===== src/rtl/carregador_rom.sv =====
// Instruction ROM program loader: unpacks a byte stream (count, then 16-bit words) into ROM writes.
// Optional trailing XOR checksum byte when CARREGADOR_CHECKSUM_EN is defined.
module carregador_rom #(
    parameter int unsigned ADDR_W       = 8,
    parameter int unsigned MAX_PALAVRAS = 256
) (
    input  logic              clock,
    input  logic              reset,
    input  logic              inicio,
    input  logic [7:0]        byte_entrada,
    input  logic              byte_valido,
    output logic              byte_pronto,
    output logic              rom_escrita_hab,
    output logic [ADDR_W-1:0] rom_endereco,
    output logic [15:0]       rom_dado,
    output logic              segura_cpu,
    output logic              carga_concluida,
    output logic              erro
);

    typedef enum logic [3:0] {
        StOcioso,
        StContH,
        StContL,
        StDadoH,
        StDadoL,
        StEscreve,
        StFim,
        StErro
`ifdef CARREGADOR_CHECKSUM_EN
        , StCheck
`endif
    } estado_t;

    // State entered once the last word has been written (or on an empty program).
`ifdef CARREGADOR_CHECKSUM_EN
    localparam estado_t StPosDados = StCheck;
`else
    localparam estado_t StPosDados = StFim;
`endif

    estado_t           estado_q, estado_d;
    logic [ADDR_W-1:0] endereco_q, endereco_d;
    logic [15:0]       restante_q, restante_d;
    logic [7:0]        alto_q, alto_d;
    logic [15:0]       dado_q, dado_d;
`ifdef CARREGADOR_CHECKSUM_EN
    logic [7:0]        acc_q, acc_d;
`endif

    logic        transfere;
    logic [15:0] contagem;

    assign transfere    = byte_valido & byte_pronto;
    assign contagem     = {alto_q, byte_entrada};
    assign rom_endereco = endereco_q;
    assign rom_dado     = dado_q;

    always_comb begin
        byte_pronto     = 1'b0;
        rom_escrita_hab = 1'b0;
        carga_concluida = 1'b0;
        erro            = 1'b0;
        segura_cpu      = 1'b1;
        unique case (estado_q)
            StOcioso:                           segura_cpu = 1'b0;
            StContH, StContL, StDadoH, StDadoL: byte_pronto = 1'b1;
            StEscreve:                          rom_escrita_hab = 1'b1;
            StFim: begin
                carga_concluida = 1'b1;
                segura_cpu      = 1'b0;
            end
            StErro:                             erro = 1'b1;
`ifdef CARREGADOR_CHECKSUM_EN
            StCheck:                            byte_pronto = 1'b1;
`endif
            default: ;
        endcase
    end

    always_comb begin
        estado_d   = estado_q;
        endereco_d = endereco_q;
        restante_d = restante_q;
        alto_d     = alto_q;
        dado_d     = dado_q;
`ifdef CARREGADOR_CHECKSUM_EN
        acc_d      = acc_q;
        if (transfere && estado_q != StCheck) begin
            acc_d = acc_q ^ byte_entrada;
        end
`endif
        unique case (estado_q)
            StOcioso, StFim, StErro: begin
                if (inicio) begin
                    estado_d   = StContH;
                    endereco_d = '0;
`ifdef CARREGADOR_CHECKSUM_EN
                    acc_d      = '0;
`endif
                end
            end
            StContH: begin
                if (transfere) begin
                    alto_d   = byte_entrada;
                    estado_d = StContL;
                end
            end
            StContL: begin
                if (transfere) begin
                    restante_d = contagem;
                    if ({16'd0, contagem} > MAX_PALAVRAS) begin
                        estado_d = StErro;
                    end else if (contagem == 16'd0) begin
                        estado_d = StPosDados;
                    end else begin
                        estado_d = StDadoH;
                    end
                end
            end
            StDadoH: begin
                if (transfere) begin
                    alto_d   = byte_entrada;
                    estado_d = StDadoL;
                end
            end
            StDadoL: begin
                if (transfere) begin
                    dado_d   = {alto_q, byte_entrada};
                    estado_d = StEscreve;
                end
            end
            StEscreve: begin
                endereco_d = endereco_q + ADDR_W'(1);
                restante_d = restante_q - 16'd1;
                estado_d   = (restante_q == 16'd1) ? StPosDados : StDadoH;
            end
`ifdef CARREGADOR_CHECKSUM_EN
            StCheck: begin
                if (transfere) begin
                    estado_d = (byte_entrada == acc_q) ? StFim : StErro;
                end
            end
`endif
            default: estado_d = StOcioso;
        endcase
    end

    always_ff @(posedge clock or negedge reset) begin
        if (!reset) begin
            estado_q   <= StOcioso;
            endereco_q <= '0;
            restante_q <= '0;
            alto_q     <= '0;
            dado_q     <= '0;
`ifdef CARREGADOR_CHECKSUM_EN
            acc_q      <= '0;
`endif
        end else begin
            estado_q   <= estado_d;
            endereco_q <= endereco_d;
            restante_q <= restante_d;
            alto_q     <= alto_d;
            dado_q     <= dado_d;
`ifdef CARREGADOR_CHECKSUM_EN
            acc_q      <= acc_d;
`endif
        end
    end

endmodule


===== config.mk =====
export PLATFORM = sky130hd
export DESIGN_NAME = carregador_rom
export DESIGN_NICKNAME = d
export VERILOG_FILES = /design/src/rtl/carregador_rom.sv
export SDC_FILE = /design/constraint.sdc
export NUM_CORES = 1
export LEC_CHECK = 0
export CAP_MARGIN = 20
export CORE_ASPECT_RATIO = 0.8
export CORE_MARGIN = 2
export CORE_UTILIZATION = 55
export CTS_BUF_LIST = sky130_fd_sc_hd__clkbuf_4 sky130_fd_sc_hd__clkbuf_8
export DETAILED_ROUTE_END_ITERATION = 8
export PLACE_DENSITY = 0.82
export SYNTH_ARGS = -nofsm -noshare
export SYNTH_HDL_FRONTEND = slang
export SYNTH_SLANG_ARGS = --single-unit

===== constraint.sdc =====
create_clock -name clock -period 2.91 [get_ports clock]
set_clock_uncertainty 0.2 [all_clocks]
set_input_delay 0.582 -clock clock [delete_from_list [all_inputs] [get_ports clock]]
set_output_delay 0.582 -clock clock [all_outputs]
set_load 0.1 [all_outputs]

After elaboration in Yosys (flattened, before gate mapping)
Index checks and enable logic that the tools add are counted.

Add/sub/neg operators: 2. $lt $le $gt $ge: 1. Eq/ne operators: 13. Multiplexer cells: 18. Bitwise gates (word level): 1. Reductions and logical operators: 13.

Operators by type and width (number): one-hot mux 16 bit (2 select lines) (1); one-hot mux 4 bit (6 select lines) (1); two-way mux 4 bit (5); == test 16 x 1 -> 1 bit, second input constant (1); == test 4 x 3 -> 1 bit, second input constant (4); greater-than comparator 16 x 9 -> 1 bit, second input constant (1); logical NOT 16 bit (1); two-way mux 16 bit (1); one-hot mux 8 bit (2 select lines) (1); subtractor 16 x 1 -> 16 bit, second input constant (1); inequality test 2 bit, second input constant (5); two-way mux 3 bit (3); adder 8 x 1 -> 8 bit, second input constant (1); == test 4 x 2 -> 1 bit, second input constant (2); two-way mux 8 bit (1); AND reduction 2 bit (4); two-way mux 1 bit (5); AND reduction 5 bit (1); == test 4 x 1 -> 1 bit, second input constant (1); logical NOT 4 bit (1); nonzero test 2 bit (2); OR reduction 2 bit (2); OR reduction 4 bit (1); OR reduction 3 bit (1); bitwise AND 1 bit (1).

Register bits: 52. Input bits: 12. Word-level logic and storage cells: 53.

Logic depth before layout (Yosys ltp)
Gate-level depths: netlist of the first run.

Depth after elaboration: 6. Depth in mapped cells: 6. Depth with buffers taken out: 6.

Least setup slack after synthesis of the first run
No wires, ideal clock.

Kind: register -> output. Start point: register estado_q[1]. End point: output byte_pronto. Arrival: 2054 ps. Data required time: 2128 ps. Slack: 74 ps. Stages on the path, launching flop included: 4. Buffers on the path: 1. Cells stage by stage: dfrtp_1 -> clkbuf_1 -> o21a_1 -> nor2_1.

Longest elaborated chain between the ends: 3. Elaborated cells on any way between the ends: 6. Those cells by class: eq/ne: 4; mux: 1; reduce/logical: 1.

RTL lines: start: declaration (RTL line 42) `estado_t estado_q, estado_d;`; start signal: assignment (RTL line 151) `estado_q <= StOcioso;`; start signal: assignment (RTL line 160) `estado_q <= estado_d;`; == test 4 x 3 -> 1 bit (tied with other cells) (RTL line 65) `unique case (estado_q)`; OR reduction 4 bit (*) (RTL line 65); two-way mux 1 bit (*) (RTL line 65); end: declaration (RTL line 12) `output logic byte_pronto,`.

Every way passes the cells marked *; elsewhere a longest branch is shown, timed or not.

Worst setup path in the final report of the first run
Start point: register estado_q[0]. End point: output rom_escrita_hab.

Longest elaborated chain between the ends: 2.

RTL lines: == test 4 x 3 -> 1 bit (RTL line 65); two-way mux 1 bit (RTL line 65); end: declaration (RTL line 13) `output logic rom_escrita_hab,`.

No other way between the ends.

==> run_results.csv, run 1 <==
group,metric,value,unit
outcome,status,"complete, no violations",
timing,fin_crit,2553,ps
route,antenna_left,0,
worst_setup_path,critPathBufInv,2,
worst_setup_path,cp.arrival,1770,ps
timing,slew_viol_final,0,
timing,finalHoldViolations,0,
worst_setup_path,crit_start,"estado_q[0]$_DFFE_PN0P_",
global_route,track_usage,23.63,%
worst_setup_path,cp-end-kind,"output port",
timing,fmax,0.3917,GHz
placement,dp_hpwl,4.022,mm
logic_synthesis,ys_seq_area_share,50.10,%
timing,setup_viol,0,
placement,dp.cells,331,
floorplan,die_y,64.87,um
global_route,grt_max_degree,52,
clock_tree,clk_pin_slew,90,ps
clock_tree,h-tree-depth,2,
worst_setup_path,cp_cell_sequence,"nand3b_4, inv_2, buf_12",
worst_hold_path,worst_hold_path_type,"in -> async",
logic_synthesis,synth_edf_count,0,
worst_setup_path,cp_data_required_time,2130,ps
logic_synthesis,synthCells,236,
clock_tree,cts_setup_buffers,0,
placement,place_congestion,0.8865,
timing,worst_pin_slew,646.4,ps
timing,worst_slew_margin_rel,56.51,%
logic_synthesis,synth_top_area_share,50.10,%
route,drc,0,
floorplan,ioPinCount,41,
floorplan,die_area,5195,um2
route,first_pass_iters,4,
floorplan,num_rows,22,
global_route,grt_pass1_vias,1838,
worst_setup_path,ff2ff_setup_slack,520,ps
global_route,grt_pass1_wl,9.356,mm
logic_synthesis,synth_top_cell_by_area,"dfrtp_1",
layout,mostFrequentLayoutCells,"51 x dfrtp_1, 32 x buf_4, 24 x mux2_2",
clock_tree,ctsResizeCount,0,
logic_synthesis,synth.avg_cell_area,10.79,um2
worst_setup_path,cp_top_family,"flip-flops",
layout,fin_nets,293,
route,wl,5.724,mm
worst_setup_path,critPathKind,"reg -> out",
worst_setup_path,startpoint_type,"flop",
logic_synthesis,synth_nets,251,
worst_setup_path,crit_path_max_fanout,19,
layout,num_antenna_cells,0,
timing,fin_hold_ws,173.3,ps
clock_tree,clk_latency,310,ps
timing,setup-tns-final,0,ps
timing,post-route-period-util,87.72,%
logic_synthesis,synth_ff_type,"dfrtp_1",
clock_tree,cts_root_buf,"clkbuf_8",
logic_synthesis,yosys_warnings,0,
global_route,antenna_found_initial,0,
logic_synthesis,synth_area,2547,um2
layout,finalNonFillerCells,339,
route,vias_per_cell,6.050,
route,wl_per_cell,16.88,um
route,vias,2051,
clock_tree,cts_hold_buf,0,
logic_synthesis,ys_seq_elements,51,
clock_tree,numCtsBuffers,5,
worst_setup_path,crit_slowest_cell,"dfrtp_1",
run,timing.max_cap.violations,0,
worst_setup_path,r2r_start,"estado_q[0]$_DFFE_PN0P_",
worst_setup_path,max_stage_delay,620,ps
floorplan,core_region_area,4514,um2
timing,rsz0062_at_grt,"false",
clock_tree,clockBufferDepth,2,
logic_synthesis,ys_async_sr_fraction,100.0,%
clock_tree,cts_num_sinks,51,
layout,areaGrowthSynthToFinish,20.09,%
layout,final_core_util,67.77,%
floorplan,die-width,80.09,um
floorplan,initial_utilization,56.43,%
clock_tree,tritoncts,"yes",
layout,layout_commonest_cell,"dfrtp_1",
logic_synthesis,synthTopCellsByArea,"dfrtp_1 50%, mux2_2 11%, nand3_1 2.9%, nand2_1 2.7%, nor2_1 1.8%",
global_route,grt-ovfl-total,0,
route,drt_iter0_drc,213,
logic_synthesis,synthDistinctLibCells,53,
placement,port_buffers,40,
layout,drive_above_1_share,27.24,%
==> cells by family after synthesis <==
logic type      Yosys count  synth area share [%]
flops                    51                 50.10
simple gates             92                 20.83
xor+xnor                  2                0.6877
compound gates           46                 12.62
buf+inv                  15                 2.505
fa+ha+maj                 3                 1.474
mux                      27                 11.79
==> area by class of cell <==
type,instances,area [um2]
Timing Repair Buffer,44,365.4
Sequential cell,51,1276
Clock inverter,3,43.79
Fill cell,345,1455
Clock buffer,5,68.82
Tap cell,60,75.07
Multi-Input combinational cell,170,1207
Inverter,6,22.52
==> Yosys cell counts (all sizes together) (2+ instances only) <==
master	number
nand3b	4
inv	6
o21ai	9
nand2	18
ha	3
mux2i	3
a31oi	5
o211ai	3
nor2	12
or2	2
clkbuf	5
a21oi	8
a211oi	2
and2	2
buf	4
nand4	6
mux2	24
nor3	8
nor2b	5
nand4b	2
or3	5
nor4	3
o21a	3
nand3	15
dfrtp	51
o311ai	4
or4	4
o221a	2
==> metrics by stage <==
step / setup WS [ps] / cell area [um2]
2_1_floorplan: 74.34 / 2547
3_3_place_gp: 265.3 / 2947
3_5_place_dp: 219.3 / 2947
4_1_cts: 354.2 / 3059
5_1_grt: 195.9 / 3059
6_report: 357.3 / 3059
==> routing by layer <==
layer	vias up	wire length, um	track usage, %
met1	1000	2721	36.02
met3	9	371	6.267
met2	67	2553	33.13
li1	975	-	-
met4	0	77	6.568
met5	-	0	0
==> worst paths after layout <==
path	to	cells past startpoint
max	rom_escrita_hab	3
min	estado_q[1]$_DFFE_PN0P_	2
max reg2reg	restante_q[10]$_DFFE_PN0P_	5
min reg2reg	rom_endereco[7]$_DFFE_PN0P_	1
max in group asynchronous	rom_endereco[4]$_DFFE_PN0P_	2
min in group clock	rom_endereco[7]$_DFFE_PN0P_	1
==> state kept, by name (all words and copies together), names as in the netlist <==
name,flops
restante_q,16
rom_dado,16
rom_endereco,8
estado_q,3
alto_q,8
Power of run 1 is left out: the tool's default activity adds up to more than one toggle a clock period on the data nets, which glitch-free logic cannot reach.
==> run 2: changes to the inputs <==
SKIP_CTS_REPAIR_TIMING = 1   (was default)
==> results of run 2 <==
Final layout, timing and power as in run 1 (identical DEF).
Power of run 2 is left out for the same reason.
==> variant 1: new RTL, settings of run 1 <==
Re-encode `estado_t` (8 values) as one-hot, 8 bits wide.
--- a/src/rtl/carregador_rom.sv
+++ b/src/rtl/carregador_rom.sv
@@ -18,15 +18,15 @@
     output logic              erro
 );
 
-    typedef enum logic [3:0] {
-        StOcioso,
-        StContH,
-        StContL,
-        StDadoH,
-        StDadoL,
-        StEscreve,
-        StFim,
-        StErro
+    typedef enum logic [7:0] {
+        StOcioso  = 8'b00000001,
+        StContH   = 8'b00000010,
+        StContL   = 8'b00000100,
+        StDadoH   = 8'b00001000,
+        StDadoL   = 8'b00010000,
+        StEscreve = 8'b00100000,
+        StFim     = 8'b01000000,
+        StErro    = 8'b10000000
 `ifdef CARREGADOR_CHECKSUM_EN
         , StCheck
 `endif
Formal check against the unedited RTL: same outputs for any inputs over 10 cycles, from zero or initial values and one cycle with reset low; not proved beyond that.
==> variant 1 against run 1 <==
Maximum frequency decreased by 8.5%. Design area increased by 14%. Final cell count increased by 13%. Sequential cell count increased by 5. Area after synthesis increased by 15%. Worst setup slack got worse by 0.24 ns. Register-to-register slack got worse by 0.12 ns. Routed wire length increased by 14%. Critical path type unchanged. Largest cell class is now multi-input gates.
==> variant 1: results (changes against run 1) <==
Critical path
  – Crit path largest cell delay: 0.60 ns (-0.02 ns)
  – R2R cell count: 6 (+1)
  – FF-to-FF setup slack: 0.40 ns (-0.12 ns)
  – CP max-delay cell: or4_4
  – Worst setup endpoint: carga_concluida
  – CP startpoint: estado_q[4]
  – Worst-path fanout max: 8 (-11)
  – Data arrival time of the worst path: 2.01 ns (+0.24 ns)
  – Largest delay share family, worst path: simple AND/OR/NAND/NOR gates
  – RR Endpoint: restante_q[6]

STA
  – Actual slew at the worst max-slew pin: 0.680 ns (+0.0333 ns)
  – Worst hold slack: 0.0921 ns (-0.0813 ns)
  – Endpoints failing setup: 0 (unchanged)

Finish
  – Fillers: 371 (+7.5%)
  – Final #Nets: 335 (+14%)
  – Fraction of layout cells with a size suffix above 1: 27.7% (+0.49 points)

GRT
  – First-pass GRT wire length: 11,000 um (+17%)
  – Global Route Usage Sum: 23.1% (-0.51 points)
  – Antenna violations before repair: 0 (unchanged)
  – Largest net degree at the start of global routing: 32 (-38%)
  – Vias in the first global route: 2,199 (+20%)

Run status
  – Run status: complete, no violations

Clocking
  – Reg clk slew, reported paths: 0.11 ns (+0.02 ns)
  – Number of buffers created by CTS: 5 (unchanged)
  – Post CTS Setup Buffer Count: 0 (unchanged)
  – CTS resizes: 1 (+1)

Placement
  – DP Wirelength: 4750 um (+18%)
  – Final Wtd Congestion: 0.853 (-3.8%)

Yosys
  – Mux cell area share after synthesis: 11.1% (-0.70 points)
  – Library cells used by synthesis: 59 (+11%)
  – Register area share after synthesis: 48.0% (-2.1 points)
  – Synth Area in XOR/XNOR: 1.80% (+1.1 points)
  – Post-synthesis compound-gate area fraction: 12.3% (-0.29 points)
  – Post-synthesis adder-cell area fraction: 1.28% (-0.19 points)
  – Predominant post-synthesis flop cell: dfrtp_1
  – Synth top cells by count: dfrtp_1 (55), nor2_1 (28), mux2_2 (26), nand2_1 (22), nand3_1 (12)
  – Post-Synthesis Net Count: 293 (+17%)
  – Synth top area cells: dfrtp_1 (47%), mux2_2 (10%), nor2_1 (3.6%)
  – Async SR Flop Fraction: 100% (unchanged)

Drt
  – Routed wire length: 6540 um (+14%)
  – Vias: 2,319 (+13%)
  – Initial DRC count: 239 (+12%)
variant 1: cell types whose count changed in the layout (fill, tap and decap cells not counted), moves of 4 or more:
cell      change
nor2_1       +15
and3_1        +6
buf_12        +4
dfrtp_1       +4
nand2_1       +4
nor2b_1       -4
o311ai_0      -4
variant 1: worst register-to-register path, cell delays in order (launching register included):
cell,delay [ns]
dfrtp_1,0.47
or4b_1,0.62
or2_1,0.29
buf_4,0.25
nand2_4,0.16
o21ai_0,0.11
a221o_1,0.31
variant 1: area by class of cell:
| class | count | share of cell area (%) |
|---|---|---|
| Multi-Input combinational cell | 203 | 40.7 |
| Sequential cell | 56 | 40.3 |
| Timing Repair Buffer | 48 | 12.8 |
| Tap cell | 62 | 2.23 |
| Clock buffer | 5 | 1.98 |
| Clock inverter | 3 | 1.37 |
| Inverter | 6 | 0.683 |
variant 1: cell families (layout without fill, tap and decap cells):
family / after synthesis / in the layout
adder cells (fa/ha/maj): 3 / 3
flip-flops: 56 / 56
buffers and inverters: 19 / 62
AO/OA/AOI/OAI: 53 / 53
AND/OR/NAND/NOR: 112 / 112
multiplexers: 29 / 29
XOR/XNOR: 6 / 6
variant 1: per-layer routing:
layer	part of all wire, %	GRT usage [%]
met4	1.1	4.76
met1	47	35.1
met3	6.2	4.88
met2	46	34.5
met5	0	0
variant 1: where the power goes:
group	switching, mW	leakage [nW]	internal, mW	total (mW)
Sequential	0.255	0.732	0.982	1.24
Combinational	0.717	0.800	0.433	1.15
Clock	0.260	0.0583	0.260	0.519
variant 1: through the flow:
step | area [um2] | setup slack, ns | instances
finish | 3480 | 0.121 | 383
global route | 3480 | 0.0424 | 383
CTS | 3480 | 0.0693 | 383
detailed placement | 3360 | 0.312 | 375
global placement | 3360 | 0.366 | 375
floorplan | 2940 | 0.0605 | 278
==> variant 2: new RTL, settings of run 1 <==
Made on the original files. The parameter `ADDR_W` goes from 8 to 9.
--- a/src/rtl/carregador_rom.sv
+++ b/src/rtl/carregador_rom.sv
@@ -1,7 +1,7 @@
 // Instruction ROM program loader: unpacks a byte stream (count, then 16-bit words) into ROM writes.
 // Optional trailing XOR checksum byte when CARREGADOR_CHECKSUM_EN is defined.
 module carregador_rom #(
-    parameter int unsigned ADDR_W       = 8,
+    parameter int unsigned ADDR_W       = 9,
     parameter int unsigned MAX_PALAVRAS = 256
 ) (
     input  logic              clock,
Ports: changed (resized rom_endereco); port bits go from 41 to 42. No check against the original RTL was run, so the function may have changed too.
==> variant 2 against run 1 <==
Design area up 1.1%. Utilization down 0.077 points. Die area up 1.5%. Worst setup slack better by 0.064 ns. Synthesized cell count up 3.8%. Worst hold slack worse by 0.0042 ns. Non-clock buffer count up 2. Area after synthesis up 1.6%. Sequential cell count up 1. Final cell count up 2.9%. Routed wire length up 0.58%. Largest cell class unchanged. Highest routed layer unchanged.
Power is left out: the tool's default activity adds up to more than one toggle a clock period on the data nets, which glitch-free logic cannot reach.
==> variant 2: results (changes against run 1) <==
Placement
  – DP Wirelength: 4090 um (+1.7%)
  – Port Buffers: 41 (+2.5%)
  – Final Wtd Congestion: 0.914 (+3.1%)

GRT
  – Global Route Usage Sum: 24.1% (+0.51 points)
  – Met3 usage in global routing: 6.04% (-0.22 points)
  – Vias in the first global route: 1,989 (+8.2%)
  – First-pass GRT wire length: 9630 um (+2.9%)
  – GRT busiest layer: met2
  – M2 GR Usage: 36.0% (+2.9 points)
  – Met1 usage: 35.2% (-0.87 points)
  – Largest net degree at the start of global routing: 53 (+1.9%)

Drt
  – Met3 WL: 389 um (+4.9%)
  – Wl on met1: 2700 um (-0.70%)
  – Metal2 WL: 2570 um (+0.55%)
  – Routed wire length: 5760 um (+0.58%)
  – Detailed Routing Iterations Pass 1: 6 (+2)
  – Max Used Layer: met4
  – Vias per inst: 6.00 (-0.78%)
  – Initial DRC count: 220 (+3.3%)

Yosys
  – Ys Warns: 0 (unchanged)
  – Synth top cells by count: dfrtp_1 (52), mux2_2 (24), nand2_1 (22), nor2_1 (22), o21ai_0 (15)
  – Post-Synthesis Net Count: 260 (+3.6%)
  – Library cells used by synthesis: 48 (-9.4%)
  – Register area share after synthesis: 50.3% (+0.17 points)
  – Synth top area cells: dfrtp_1 (50%), mux2_2 (10%), nand2_1 (3.2%)

Clocking
  – CTS resizes: 0 (unchanged)
  – Reg clk slew, reported paths: 0.10 ns
  – Post CTS Setup Buffer Count: 0 (unchanged)
  – Number of buffers created by CTS: 5 (unchanged)
  – # H-tree levels: 2 (unchanged)
  – Root Buffer: clkbuf_8

Finish
  – Fraction of layout cells with a size suffix above 1: 28.4% (+1.1 points)
  – # diodes: 0 (unchanged)
  – Fillers: 367 (+6.4%)
  – Final #Nets: 303 (+3.4%)

STA
  – Slew Limit Headroom: 57.9% (+1.4 points)

Critical path
  – Data arrival time of the worst path: 1.71 ns (-0.06 ns)
  – Worst-path fanout max: 15 (-4)

Hold path
  – Hold WC Path Type: in -> async

Run status
  – Run status: complete, no violations
-- variant 2: area by class of cell --
cell class / count / area, um2 / share of cell area, %
Clock buffer: 5 / 68.8 / 2.22
Clock inverter: 3 / 22.5 / 0.728
Inverter: 7 / 26.3 / 0.850
Multi-Input combinational cell: 176 / 1220 / 39.4
Sequential cell: 52 / 1300 / 42.1
Tap cell: 60 / 75.1 / 2.43
Timing Repair Buffer: 46 / 380 / 12.3
-- variant 2: worst max-delay path: stages, from the launching register on --
cell and delay, ns:
dfrtp_1 0.49, nand3b_2 0.25, inv_1 0.41, buf_12 0.24
-- variant 2: kinds of logic after synthesis --
group                    after synthesis  share of synthesized area, %
AND/OR/NAND/NOR                       92                          19.0
flip-flops                            52                          50.3
AO/OA/AOI/OAI                         50                          13.3
multiplexers                          27                          11.6
buffers and inverters                 17                          2.95
XOR/XNOR                               4                          1.35
adder cells (fa/ha/maj)                3                          1.45
-- variant 2: path summary, 6_finish.rpt --
path / startpoint / to / slack, ns / cells after the start
worst max-delay path: estado_q[1] / rom_escrita_hab / 0.42 / 3
worst min-delay path: reset / rom_endereco[3] / 0.17 / 2
worst max register to register: estado_q[1] / restante_q[13] / 0.70 / 6
worst min register to register: rom_endereco[8] / rom_endereco[8] / 0.31 / 1
max in group asynchronous: reset / restante_q[10] / 1.91 / 2
min in group clock: rom_endereco[8] / rom_endereco[8] / 0.31 / 1
-- variant 2: per-stage QoR --
step	hold WS, ns	cell area (um2)	instances	setup WS, ns	util, %
finish	0.169	3090	349	0.422	67.7
global route	0.225	3090	349	0.324	67.7
CTS	0.203	3090	349	0.431	67.7
detailed placement	0.297	3000	341	0.527	65.7
global placement	0.281	3000	341	0.572	65.7
floorplan	0.0864	2600	245	0.192	-
